--- src/rtl/rpn_stack_ctrl.sv ---
// RPN stack controller driving an external single-port sync RAM and a combinational ALU.
// Optional macro RPN_STICKY_ERR_EN: the first error locks out PUSH/POP/OPERATE until CLEAR or reset.
module rpn_stack_ctrl #(
    parameter int ADDR_W = 8,
    parameter int DEPTH  = 256
) (
    input  logic              CLOCK_50,
    input  logic              reset,
    input  logic              cmd_valid,
    output logic              cmd_ready,
    input  logic [1:0]        cmd_op,
    input  logic [7:0]        cmd_data,
    input  logic [2:0]        cmd_alu,
    output logic [ADDR_W-1:0] mem_addr,
    output logic [7:0]        mem_wdata,
    output logic              mem_wren,
    input  logic [7:0]        mem_rdata,
    output logic [7:0]        alu_a,
    output logic [7:0]        alu_b,
    output logic [2:0]        alu_sel,
    input  logic [7:0]        alu_out,
    output logic              rsp_valid,
    output logic [7:0]        rsp_data,
    output logic [1:0]        rsp_err,
    output logic [ADDR_W:0]   depth,
    output logic              empty,
    output logic              full
);
    typedef enum logic [3:0] {
        IDLE, PUSH_WR, POP_RD, POP_CAP, OP_RB, OP_RA, OP_CAPA, OP_WR, DONE
    } state_t;

    localparam logic [1:0] OP_PUSH  = 2'b00;
    localparam logic [1:0] OP_POP   = 2'b01;
    localparam logic [1:0] OP_CLEAR = 2'b11;
    localparam logic [1:0] ERR_OK   = 2'b00;
    localparam logic [1:0] ERR_OVF  = 2'b01;
    localparam logic [1:0] ERR_UNF  = 2'b10;
    localparam logic [ADDR_W:0] SP_ONE  = (ADDR_W+1)'(1);
    localparam logic [ADDR_W:0] SP_TWO  = (ADDR_W+1)'(2);
    localparam logic [ADDR_W:0] SP_FULL = (ADDR_W+1)'(DEPTH);

    state_t            state, state_n;
    logic [ADDR_W:0]   sp, sp_n;
    logic [ADDR_W-1:0] addr_top, addr_below;
    logic [ADDR_W-1:0] addr_n;
    logic [7:0]        wdata_n, rsp_data_n, a_q, a_n, b_n;
    logic              wren_n, rsp_valid_n;
    logic [1:0]        rsp_err_n, fault;
    logic [2:0]        sel_n;
`ifdef RPN_STICKY_ERR_EN
    logic              sticky, sticky_n;
    logic [1:0]        sticky_err, sticky_err_n;
`endif

    assign addr_top   = sp[ADDR_W-1:0] - ADDR_W'(1);
    assign addr_below = sp[ADDR_W-1:0] - ADDR_W'(2);
    assign cmd_ready  = (state == IDLE);
    assign depth      = sp;
    assign empty      = (sp == '0);
    assign full       = (sp == SP_FULL);
    // Operand A is only readable during OP_CAPA, so present it straight from RAM that cycle.
    assign alu_a      = (state == OP_CAPA) ? mem_rdata : a_q;

    always_comb begin
        state_n     = state;
        sp_n        = sp;
        addr_n      = mem_addr;
        wdata_n     = mem_wdata;
        wren_n      = 1'b0;
        rsp_valid_n = 1'b0;
        rsp_data_n  = rsp_data;
        rsp_err_n   = rsp_err;
        a_n         = a_q;
        b_n         = alu_b;
        sel_n       = alu_sel;
        fault       = ERR_OK;
`ifdef RPN_STICKY_ERR_EN
        sticky_n     = sticky;
        sticky_err_n = sticky_err;
`endif
        case (state)
            IDLE: if (cmd_valid) begin
                if (cmd_op == OP_CLEAR) begin
                    state_n     = DONE;
                    sp_n        = '0;
                    rsp_valid_n = 1'b1;
                    rsp_data_n  = '0;
                    rsp_err_n   = ERR_OK;
`ifdef RPN_STICKY_ERR_EN
                    sticky_n    = 1'b0;
`endif
                end
`ifdef RPN_STICKY_ERR_EN
                else if (sticky) begin
                    state_n     = DONE;
                    rsp_valid_n = 1'b1;
                    rsp_err_n   = sticky_err;
                end
`endif
                else if (cmd_op == OP_PUSH) begin
                    if (full) fault = ERR_OVF;
                    else begin
                        state_n = PUSH_WR;
                        wren_n  = 1'b1;
                        addr_n  = sp[ADDR_W-1:0];
                        wdata_n = cmd_data;
                    end
                end else if (cmd_op == OP_POP) begin
                    if (empty) fault = ERR_UNF;
                    else begin
                        state_n = POP_RD;
                        addr_n  = addr_top;
                    end
                end else begin
                    if (sp < SP_TWO) fault = ERR_UNF;
                    else begin
                        state_n = OP_RB;
                        addr_n  = addr_top;
                        sel_n   = cmd_alu;
                    end
                end
            end
            PUSH_WR: begin
                state_n     = DONE;
                sp_n        = sp + SP_ONE;
                rsp_valid_n = 1'b1;
                rsp_data_n  = mem_wdata;
                rsp_err_n   = ERR_OK;
            end
            POP_RD:  state_n = POP_CAP;
            POP_CAP: begin
                state_n     = DONE;
                sp_n        = sp - SP_ONE;
                rsp_valid_n = 1'b1;
                rsp_data_n  = mem_rdata;
                rsp_err_n   = ERR_OK;
            end
            OP_RB: begin
                state_n = OP_RA;
                addr_n  = addr_below;
            end
            OP_RA: begin
                state_n = OP_CAPA;
                b_n     = mem_rdata;
            end
            OP_CAPA: begin
                state_n = OP_WR;
                a_n     = mem_rdata;
                wren_n  = 1'b1;
                addr_n  = addr_below;
                wdata_n = alu_out;
            end
            OP_WR: begin
                state_n     = DONE;
                sp_n        = sp - SP_ONE;
                rsp_valid_n = 1'b1;
                rsp_data_n  = mem_wdata;
                rsp_err_n   = ERR_OK;
            end
            DONE:    state_n = IDLE;
            default: state_n = IDLE;
        endcase

        if (fault != ERR_OK) begin
            state_n     = DONE;
            rsp_valid_n = 1'b1;
            rsp_err_n   = fault;
`ifdef RPN_STICKY_ERR_EN
            sticky_n     = 1'b1;
            sticky_err_n = fault;
`endif
        end
    end

    // Reset wins over any pending write because mem_wren is a register cleared here.
    always_ff @(posedge CLOCK_50) begin
        if (reset) begin
            state     <= IDLE;
            sp        <= '0;
            mem_addr  <= '0;
            mem_wdata <= '0;
            mem_wren  <= 1'b0;
            rsp_valid <= 1'b0;
            rsp_data  <= '0;
            rsp_err   <= ERR_OK;
            a_q       <= '0;
            alu_b     <= '0;
            alu_sel   <= '0;
`ifdef RPN_STICKY_ERR_EN
            sticky     <= 1'b0;
            sticky_err <= ERR_OK;
`endif
        end else begin
            state     <= state_n;
            sp        <= sp_n;
            mem_addr  <= addr_n;
            mem_wdata <= wdata_n;
            mem_wren  <= wren_n;
            rsp_valid <= rsp_valid_n;
            rsp_data  <= rsp_data_n;
            rsp_err   <= rsp_err_n;
            a_q       <= a_n;
            alu_b     <= b_n;
            alu_sel   <= sel_n;
`ifdef RPN_STICKY_ERR_EN
            sticky     <= sticky_n;
            sticky_err <= sticky_err_n;
`endif
        end
    end
endmodule

--- config.mk ---
export PLATFORM = sky130hd
export DESIGN_NAME = rpn_stack_ctrl
export DESIGN_NICKNAME = d
export VERILOG_FILES = /design/src/rtl/rpn_stack_ctrl.sv
export SDC_FILE = /design/constraint.sdc
export NUM_CORES = 1
export LEC_CHECK = 0
export CAP_MARGIN = 20
export CORE_MARGIN = 5
export CORE_UTILIZATION = 44
export CTS_CLUSTER_DIAMETER = 150
export DETAILED_ROUTE_END_ITERATION = 10
export HOLD_SLACK_MARGIN = 0.06
export PLACE_DENSITY_LB_ADDON = 0.1
export SYNTH_ARGS = -nofsm -noshare
export SYNTH_HDL_FRONTEND = slang
export SYNTH_SLANG_ARGS = --single-unit
--- constraint.sdc ---
create_clock -name CLOCK_50 -period 2.2 [get_ports CLOCK_50]
set_input_delay 0.33 -clock CLOCK_50 [delete_from_list [all_inputs] [get_ports CLOCK_50]]
set_output_delay 0.33 -clock CLOCK_50 [all_outputs]
set_load 0.01 [all_outputs]
==> After elaboration in Yosys (flattened, before gate mapping) <==
Cells that the tools add are included.
W data, S select, Z words.
{ "totals": {"ff_bits": 60, "latchBits": 0, "ramBits": 0, "romBits": 0, "input_bits": 32, "output_inout_bits": 59, "wordCells": 119, "n_memories": 0} }
{ "op_classes": {"addsub": 4, "n_mul": 0, "div": 0, "n_lt_le_gt_ge": 1, "n_eq_ne": 26, "shifts": 0, "muxes": 50, "bitwise_logic": 4, "n_reduce_logical": 22} }
{ "op_table": {"columns": ["op", "count"], "rows": [
  ["$mux W8", 14],
  ["$mux W4", 8],
  ["$pmux W8 S2", 2],
  ["$pmux W9 S3", 1],
  ["$pmux W4 S6", 1],
  ["$pmux W8 S3", 1],
  ["$mux W2", 10],
  ["$mux W9", 2],
  ["$eq A4 B3 Y1 const B", 4],
  ["$ne A4 B4 Y1 const B", 3],
  ["$ne A6 B5 Y1 const B", 2],
  ["$reduce_and A6 Y1", 2],
  ["$ne A5 B5 Y1 const B", 2],
  ["$add A9 B1 Y9 const B", 1],
  ["$eq A9 B9 Y1 const B", 1],
  ["$logic_not A9 Y1", 1],
  ["$lt A9 B2 Y1 const B", 1],
  ["$reduce_and A3 Y1", 3],
  ["$reduce_bool A3 Y1", 3],
  ["$sub A9 B1 Y9 const B", 1],
  ["$eq A4 B2 Y1 const B", 2],
  ["$mux W1", 8],
  ["$reduce_and A4 Y1", 2],
  ["$reduce_or A2 Y1", 4],
  ["other kinds (19)", 28]
]} }

==> Longest topological paths before layout <==
Gate-level depths: netlist of the first run.
{ "logic_depth": {"depth_word": 10, "mapped_depth": 10} }

==> Least setup slack after synthesis of the first run <==
OpenSTA, ideal clock, no wires.
{ "synth_path": {"kind": "register to register", "start": "register state[0]", "end": "register sp[8] (netlist: depth[8])", "setup_ns": 0.106, "t_arrival_ns": 2.309, "required_ns": 2.094, "slack_ns": -0.215, "stages_incl_launch_ff": 11, "path_buffers": 1, "synth_period_minus_slack_ns": 2.415, "cell_sequence": "dfxtp_1 buf_2 nand2b_1 nor2_1 inv_1 fa_1 nor2b_1 o211ai_1 a31o_2 xnor2_1 o311ai_0"} }
{ "synth_via": {"elab_chain_cells": 4} }
{ "synth_rtl": {"columns": ["element", "line", "text"], "rows": [
  ["start, declared", "43", "state_t state, state_n;"],
  ["start signal, assigned", "195", "state <= state_n;"],
  ["$eq A4 B3 Y1 or $eq A4 B2 Y1 (tied branches)", "82", "case (state)"],
  ["$reduce_or A2 Y1 (no line)", null, null],
  ["$reduce_bool A3 Y1 (no line)", null, null],
  ["$reduce_and A3 Y1 (no line)", null, null],
  ["end signal, assigned", "196", "sp <= sp_n;"],
  ["end, declared", "44", "logic [ADDR_W:0] sp, sp_n;"]
]} }
Parallel ways exist; a longest one is shown, timed or not.
A chain may end at the register's enable or synchronous reset.

==> Final worst setup path of the first run <==
{ "layout_path": {"start": "register state[3]", "end": "register sp[8] (netlist: depth[8])"} }
Same word-level chain as after synthesis.

==> out/results.ini, run 1 <==
[yosys]
synth_fa_ha_area_frac=0.06881
avgSynthCellArea_um2=8.650
synth_simple_gate_area_share=0.2098
synth_fp_nets=441
ys_seq_area_frac=0.3552
synth_edf_count=0
async_flop_share=0
synth_top_family_by_area=simple AND/OR/NAND/NOR gates
yosys_most_used_dff=dfxtp_1
synth_compound_area_frac=0.1931
yosys-mux-area-fraction=0.09471
syn-instance-count=391
netlist_area_um2=3382
ys_types=60
ys_warn_count=0
ys_seq_elements=60
synth_xor_area_frac=0.02590

[routing]
totalWireLength_um=9559
avgViaCountPerCell=5.340
vias=3343
firstDrtPassIters=4
drtIter0Drc=188
ant_nets=0
routedWlPerCell_um=15.27
drc_errors=0

[cells_and_area]
seq_area_um2=1209
final_util=0.6566
final_common_cell=clkdlybuf4s50_1
final_cell_mix=clkdlybuf4s50_1 (78), dfxtp_1 (56), buf_4 (47)
fin_area_um2=4995
area_delta_synth_final_pct=47.69
fin_nets=569
fin_cells=626
drive_gt1_frac=0.2099
antenna_cells=0
multi_input_area_um2=2085
fillers=637

[global_route]
met2_usage=0.3300
antenna_found_initial=0
use_met1=0.2665
grt_util_met3=0.05097
grt_max_degree=31
grt-busiest-layer=met2
globalRouteTotalUtil=0.2027
grt_pass1_vias=3315
overflow=0
grt_first_pass_wirelength_um=16020

[clocking]
clk_pin_slew_ns=0.07
numCtsBuffers=9
cts_tree=built
cts.sinks=60
cts_buffer_depth=2
cts_root_buffer=clkbuf_8
insertion_delay_ns=0.34
ctsHtreeMaxLevel=3

[worst_hold_path]
hold_path_startpoint=reset
hold_path_class=input pin to flop
worstHoldPathCells=2
hold_end=depth[1]

[placed_design]
dp_hpwl_um=7233
portBuffers=90
dp_cells=604
postPlaceCellArea_um2=4651
place_congestion=0.8519

[power_and_ir_drop]
clkPwrFrac=0.366
irDropWorstVdd_v=0.0004168
switching_share=0.2876
pwr-share-comb=0.247
power.leakage_nw=1.959
p_int_mw=2.176
seq_power_share=0.387
p_switching_uw=878.4
power.density_nw_per_um2=611.4

[setup_path]
rrSetupSlack_ns=-0.006
slowest_delay_ns=0.42
critPathKind=flop to flop
r2r-start=state[3]
crit_path_max_fanout=3
reg2reg_depth=9
timing.rr.end=depth[8]
cp_data_arrival_time_ns=2.45
cp_num_cells=9
cp_num_buf_inv=1
crit_family=compound AO/OA/AOI/OAI gates
endpoint_kind=flop
cp_slowest_cell=fa_2
worstPathRequired_ns=2.44
worstPathCellList=nand2b_4 > nor2_4 > inv_2 > fa_2 > nor2b_2 > o211ai_1 > a31o_2 > xnor2_1 > o311ai_1
startpoint_type=flop

[timing]
relSlewSlack=0.6358
worst_slew_pin_slew_ns=0.5443
post-route-period-util=1.003
max_freq_ghz=0.4534
fin_crit_ns=2.206
layout_setup_ws_ns=-0.005640
whs_ns=0.2124
final_max_slew_viol_count=0
skew_ns=0.004658
rsz0062_at_grt=yes
finalHoldViolations=0
setup_viol=1

[run_status]
violations=negative setup slack
status=complete, but fails checks

[floorplan]
rows=32
die-area_um2=9539
initial_core_util=0.4446
core_um2=7607
die_h_um=97.67
die_w_um=97.67
io_pins=91

[flow_run]
maxCapViolCount=0

[worst max path at each step]
| stage | to | start | slack, ns |
|---|---|---|---|
| global placement | mem_addr[5] | cmd_op[1] | -0.13 |
| global route | depth[8] | state[3] | -0.08 |
| detailed placement | rsp_valid | cmd_op[0] | -0.21 |
| finish | depth[8] | state[3] | -0.006 |
| floorplan | depth[8] | state[0] | 0.04 |
| CTS | alu_a[3] | state[2] | 0.005 |
[stage by stage]
step	TNS, ns	power, mW	setup WS [ns]
2_1_floorplan	0	1.604	0.03656
3_3_place_gp	-1.394	1.937	-0.1290
3_5_place_dp	-2.237	1.950	-0.2126
4_1_cts	0	3.062	0.004935
5_1_grt	-0.07955	3.196	-0.07865
6_report	-0.005640	3.054	-0.005640
[cell type report]
cell class	count	share of cell area
well taps	102	0.02555
clock buffers	9	0.02480
flip-flops and latches	60	0.2420
repair buffers	140	0.2598
clock inverters	7	0.02004
inverters	14	0.01052
multi-input cells	294	0.4173
[per-layer routing]
layer | routed length [um] | part of all wire
met5 | 0 | 0
met4 | 115 | 0.012
met3 | 592 | 0.062
met2 | 4504 | 0.47
met1 | 4348 | 0.45
[cells by family after synthesis]
logic type | count (synthesis)
DFF | 60
xor gates and xnor gates | 10
AOI/OAI and AO/OA | 99
buffers and inverters | 37
adders and majority gates | 18
and+or+nand+nor | 137
muxes | 30
[synthesized netlist by cell type (2+ instances only)]
library cell / number / area share
o21ai_1: 2 / 0.0030
nand2_1: 27 / 0.030
xnor2_1: 7 / 0.018
a311oi_1: 5 / 0.013
nand3_1: 9 / 0.013
o211ai_1: 4 / 0.0089
and3_1: 4 / 0.0074
nor3_1: 10 / 0.015
a21oi_1: 40 / 0.059
and2_1: 3 / 0.0055
o21a_1: 4 / 0.0089
xor2_1: 3 / 0.0078
a31o_2: 2 / 0.0052
a211oi_1: 10 / 0.022
or3_1: 2 / 0.0037
or4_1: 2 / 0.0044
clkbuf_1: 13 / 0.014
a221o_1: 2 / 0.0059
buf_6: 2 / 0.0067
dfxtp_1: 60 / 0.36
buf_2: 4 / 0.0059
o21ai_0: 7 / 0.010
nor2_1: 43 / 0.048
inv_1: 14 / 0.016
nor4_1: 2 / 0.0037
mux2_2: 16 / 0.053
a22oi_1: 8 / 0.018
nor2b_1: 15 / 0.028
ha_1: 17 / 0.063
mux2i_1: 14 / 0.041
nand2b_1: 5 / 0.0092
o311ai_0: 2 / 0.0052
nand3b_1: 2 / 0.0044
nor3b_1: 4 / 0.0089
buf_4: 2 / 0.0044
[what timing repair did]
item,in CTS,in global routing
gates cloned,0,0
hold buffers,0,0
gates resized for setup,18,22
pin swaps,1,7
setup endpoints to repair,12,19
buffers inserted,3,3
[flip-flops by register name, indices dropped and copies added, names as in the netlist]
name and count:
depth 9, mem_addr 8, mem_wdata 8, alu_sel 3, state 4, mem_wren 1
alu_b 8, rsp_err 2, a_q 8, rsp_data 8, rsp_valid 1
[worst register-to-register path, stage by stage, from the launching register on]
cell      delay [ns]
dfxtp_2         0.34
nand2b_4        0.16
nor2_4          0.13
inv_2           0.07
fa_2            0.42
nor2b_2         0.15
o211ai_1        0.16
a31o_2          0.32
xnor2_1         0.14
o311ai_1        0.23
[power groups by stage]
stage / clock network [mW] / logic (mW) / registers (mW)
final: 1.12 / 0.754 / 1.18
after global routing: 1.18 / 0.829 / 1.19
after CTS: 1.14 / 0.743 / 1.18
after detailed placement: 0 / 0.745 / 1.20
after global placement: 0 / 0.733 / 1.20
after floorplan: 0 / 0.380 / 1.22
Note: power is estimated with default switching activity, not from simulation.
==> run 2, diff against run 1 <==
Settings changed: CELL_PAD_IN_SITES_DETAIL_PLACEMENT set to 1, CELL_PAD_IN_SITES_GLOBAL_PLACEMENT set to 2, CORE_UTILIZATION 44 to 26.
==> run 2 against run 1 <==
Compared with the run above: the run now ends clean; first-iteration DRC count decreased by 20%; sequential power about the same; routed wire length increased by 27%; via count increased by 1.9%; critical endpoint is now alu_a[3]; die area increased by 61%; worst hold slack improved by 0.14 ns; combinational power increased by 6.6%; power increased by 16%; final cell count increased by 13%; cell area increased by 5.8%; critical path type is now flop to output pin; clock-buffer cell count increased by 3.
==> out/results.ini, run 2 (synthesis results as in run 1) <==
[run_status]
status=complete, no violations  ; was complete, but fails checks

[cells_and_area]
drive_gt1_frac=0.2416  ; was 0.2099
fin_nets=583  ; was 569
fillers=1493  ; was 637
largest_reg_flops=9  ; unchanged
final_cell_mix=clkdlybuf4s50_1 (78), dfxtp_1 (58), buf_4 (57)  ; was clkdlybuf4s50_1 (78), dfxtp_1 (56), buf_4 (47)
area_delta_synth_final_pct=56.31  ; was 47.69%
seq_area_um2=1204  ; was 1209 um^2
fin_area_um2=5286  ; was 4995 um^2
final_util=0.4172  ; was 0.6566
multi_input_area_um2=2100  ; was 2085 um^2
antenna_cells=0  ; unchanged
final_common_cell=clkdlybuf4s50_1  ; unchanged

[worst_hold_path]
hold_path_class=input pin to flop  ; unchanged

[timing]
worst_slew_pin_slew_ns=0.5852  ; was 0.5443 ns
max_freq_ghz=0.4680  ; was 0.4534 GHz
relSlewSlack=0.6084  ; was 0.6358
skew_ns=0.005670  ; was 0.004658 ns
rsz0062_at_grt=yes  ; unchanged
whs_ns=0.3510  ; was 0.2124 ns
finalHoldViolations=0  ; unchanged
layout_setup_ws_ns=0.06302  ; was -0.005640 ns
fin_crit_ns=2.137  ; was 2.206 ns
post-route-period-util=0.9714  ; was 1.003
final_max_slew_viol_count=0  ; unchanged
setup_viol=0  ; was 1

[global_route]
grt_max_degree=23  ; was 31
overflow=0  ; unchanged
antenna_found_initial=0  ; unchanged
globalRouteTotalUtil=0.1628  ; was 0.2027
grt_pass1_vias=3608  ; was 3,315
grt_first_pass_wirelength_um=19240  ; was 16,020 um

[clocking]
cts_root_buffer=clkbuf_16  ; was clkbuf_8
numCtsBuffers=9  ; unchanged
cts_tree=built  ; unchanged
cts.sinks=60  ; unchanged
insertion_delay_ns=0.34  ; about the same
cts_buffer_depth=2  ; unchanged
ctsHtreeMaxLevel=3  ; unchanged
clk_pin_slew_ns=0.05  ; was 0.07 ns

[placed_design]
postPlaceCellArea_um2=4851  ; was 4651 um^2
pre_cts_ws_ns=-0.3632  ; was -0.2126 ns
place_congestion=0.8001  ; was 0.8519
portBuffers=90  ; unchanged
dp_hpwl_um=9255  ; was 7233 um

[floorplan]
die-area_um2=15390  ; was 9539 um^2
die_w_um=124.1  ; was 97.67 um
die_h_um=124.1  ; was 97.67 um
initial_core_util=0.2669  ; was 0.4446
rows=41  ; was 32
io_pins=91  ; unchanged
core_um2=12670  ; was 7607 um^2

[power_and_ir_drop]
clkPwrFrac=0.437  ; was 0.366
p_int_mw=2.569  ; was 2.176 mW
p_switching_uw=958.8  ; was 878.4 uW
seq_power_share=0.336  ; was 0.387
power.density_nw_per_um2=667.4  ; was 611.4 nW/um^2
irDropWorstVdd_v=0.0003151  ; was 0.0004168 V
pwr-share-comb=0.228  ; was 0.247
finalPower_mw=3.528  ; was 3.054 mW
power.leakage_nw=2.059  ; was 1.959 nW
switching_share=0.2717  ; was 0.2876

[routing]
met1_length_um=5824  ; was 4348 um
ant_nets=0  ; unchanged
drc_errors=0  ; unchanged
totalWireLength_um=12140  ; was 9559 um
vias=3405  ; was 3,343
dr_wl_met2_um=5612  ; was 4504 um
topRoutingLayerUsed=met4  ; unchanged
firstDrtPassIters=6  ; was 4
met3_length_um=590  ; was 592 um
routedWlPerCell_um=17.10  ; was 15.27 um
avgViaCountPerCell=4.796  ; was 5.340
drtIter0Drc=151  ; was 188

[setup_path]
crit_top_cell=buf_6
endpoint_kind=output pin  ; was flop
cp_num_buf_inv=3  ; was 1
cp_data_arrival_time_ns=1.81  ; was 2.45 ns
slowest_delay_ns=0.34  ; was 0.42 ns
cp_slowest_cell=dfxtp_2  ; was fa_2
worstPathCellList=buf_6 > nor3b_4 > and2_4 > buf_6 > mux2_4 > buf_6  ; was nand2b_4 > nor2_4 > inv_2 > fa_2 > nor2b_2 > o211ai_1 > a31o_2 > xnor2_1 > o311ai_1
critPathKind=flop to output pin  ; was flop to flop
crit_family=simple AND/OR/NAND/NOR gates  ; was compound AO/OA/AOI/OAI gates
startpoint_type=flop  ; unchanged
crit_path_max_fanout=7  ; was 3
worstPathRequired_ns=1.87  ; was 2.44 ns

[flow_run]
maxCapViolCount=0  ; unchanged

-- run 2: cell count changes in the layout (fill, tap and decap cells not counted), moves of 3 or more --
cell and change:
buf_6 +10, clkbuf_8 -8, buf_2 +3, clkbuf_16 +9, mux2_4 +5, clkinv_4 -3, mux2_2 -5, buf_4 +10
clkdlybuf4s15_1 -8
-- run 2: routing by layer --
metal | vias to the layer above | GRT usage
met3 | 9 | 0.04814
li1 | 1689 | -
met2 | 65 | 0.2578
met4 | 0 | 0.03696
met1 | 1642 | 0.2190
met5 | - | 0
-- run 2: worst paths after layout --
check           start       end  slack (ns)  depth (start not counted)
max reg2reg  state[3]  depth[8]        0.10                          9
min reg2reg  alu_b[5]  alu_b[5]        0.45                          2
max          state[0]  alu_a[3]        0.06                          6
min             reset  depth[1]        0.35                          2
-- run 2: cell type report --
type,count,area share
Clock buffer,12,0.04663
Multi-Input combinational cell,294,0.3972
Tap cell,172,0.04071
Sequential cell,60,0.2277
Clock inverter,4,0.01373
Timing Repair Buffer,154,0.2641
Inverter,14,0.009941
-- run 2: power by group through the flow --
stage / logic, mW / registers, mW / clock network [mW]
3_5_place_dp: 0.792 / 1.21 / 0
3_3_place_gp: 0.779 / 1.20 / 0
5_1_grt: 0.876 / 1.19 / 1.64
2_1_floorplan: 0.380 / 1.22 / 0
4_1_cts: 0.799 / 1.18 / 1.59
6_report: 0.804 / 1.18 / 1.54
-- run 2: repair_timing --
| action | CTS | global route |
|---|---|---|
| pin swaps | 1 | 8 |
| setup endpoints to repair | 13 | 20 |
| setup buffers | 5 | 1 |
| hold buffers | 0 | 0 |
| gates resized for setup | 52 | 21 |
| cloned | 0 | 0 |
-- run 2: stage by stage --
| step | TNS [ns] | instances |
|---|---|---|
| 4_1_cts | -0.07021 | 710 |
| 2_1_floorplan | 0 | 391 |
| 5_1_grt | -0.02206 | 710 |
| 6_report | 0 | 710 |
| 3_5_place_dp | -5.337 | 689 |
| 3_3_place_gp | -3.273 | 689 |
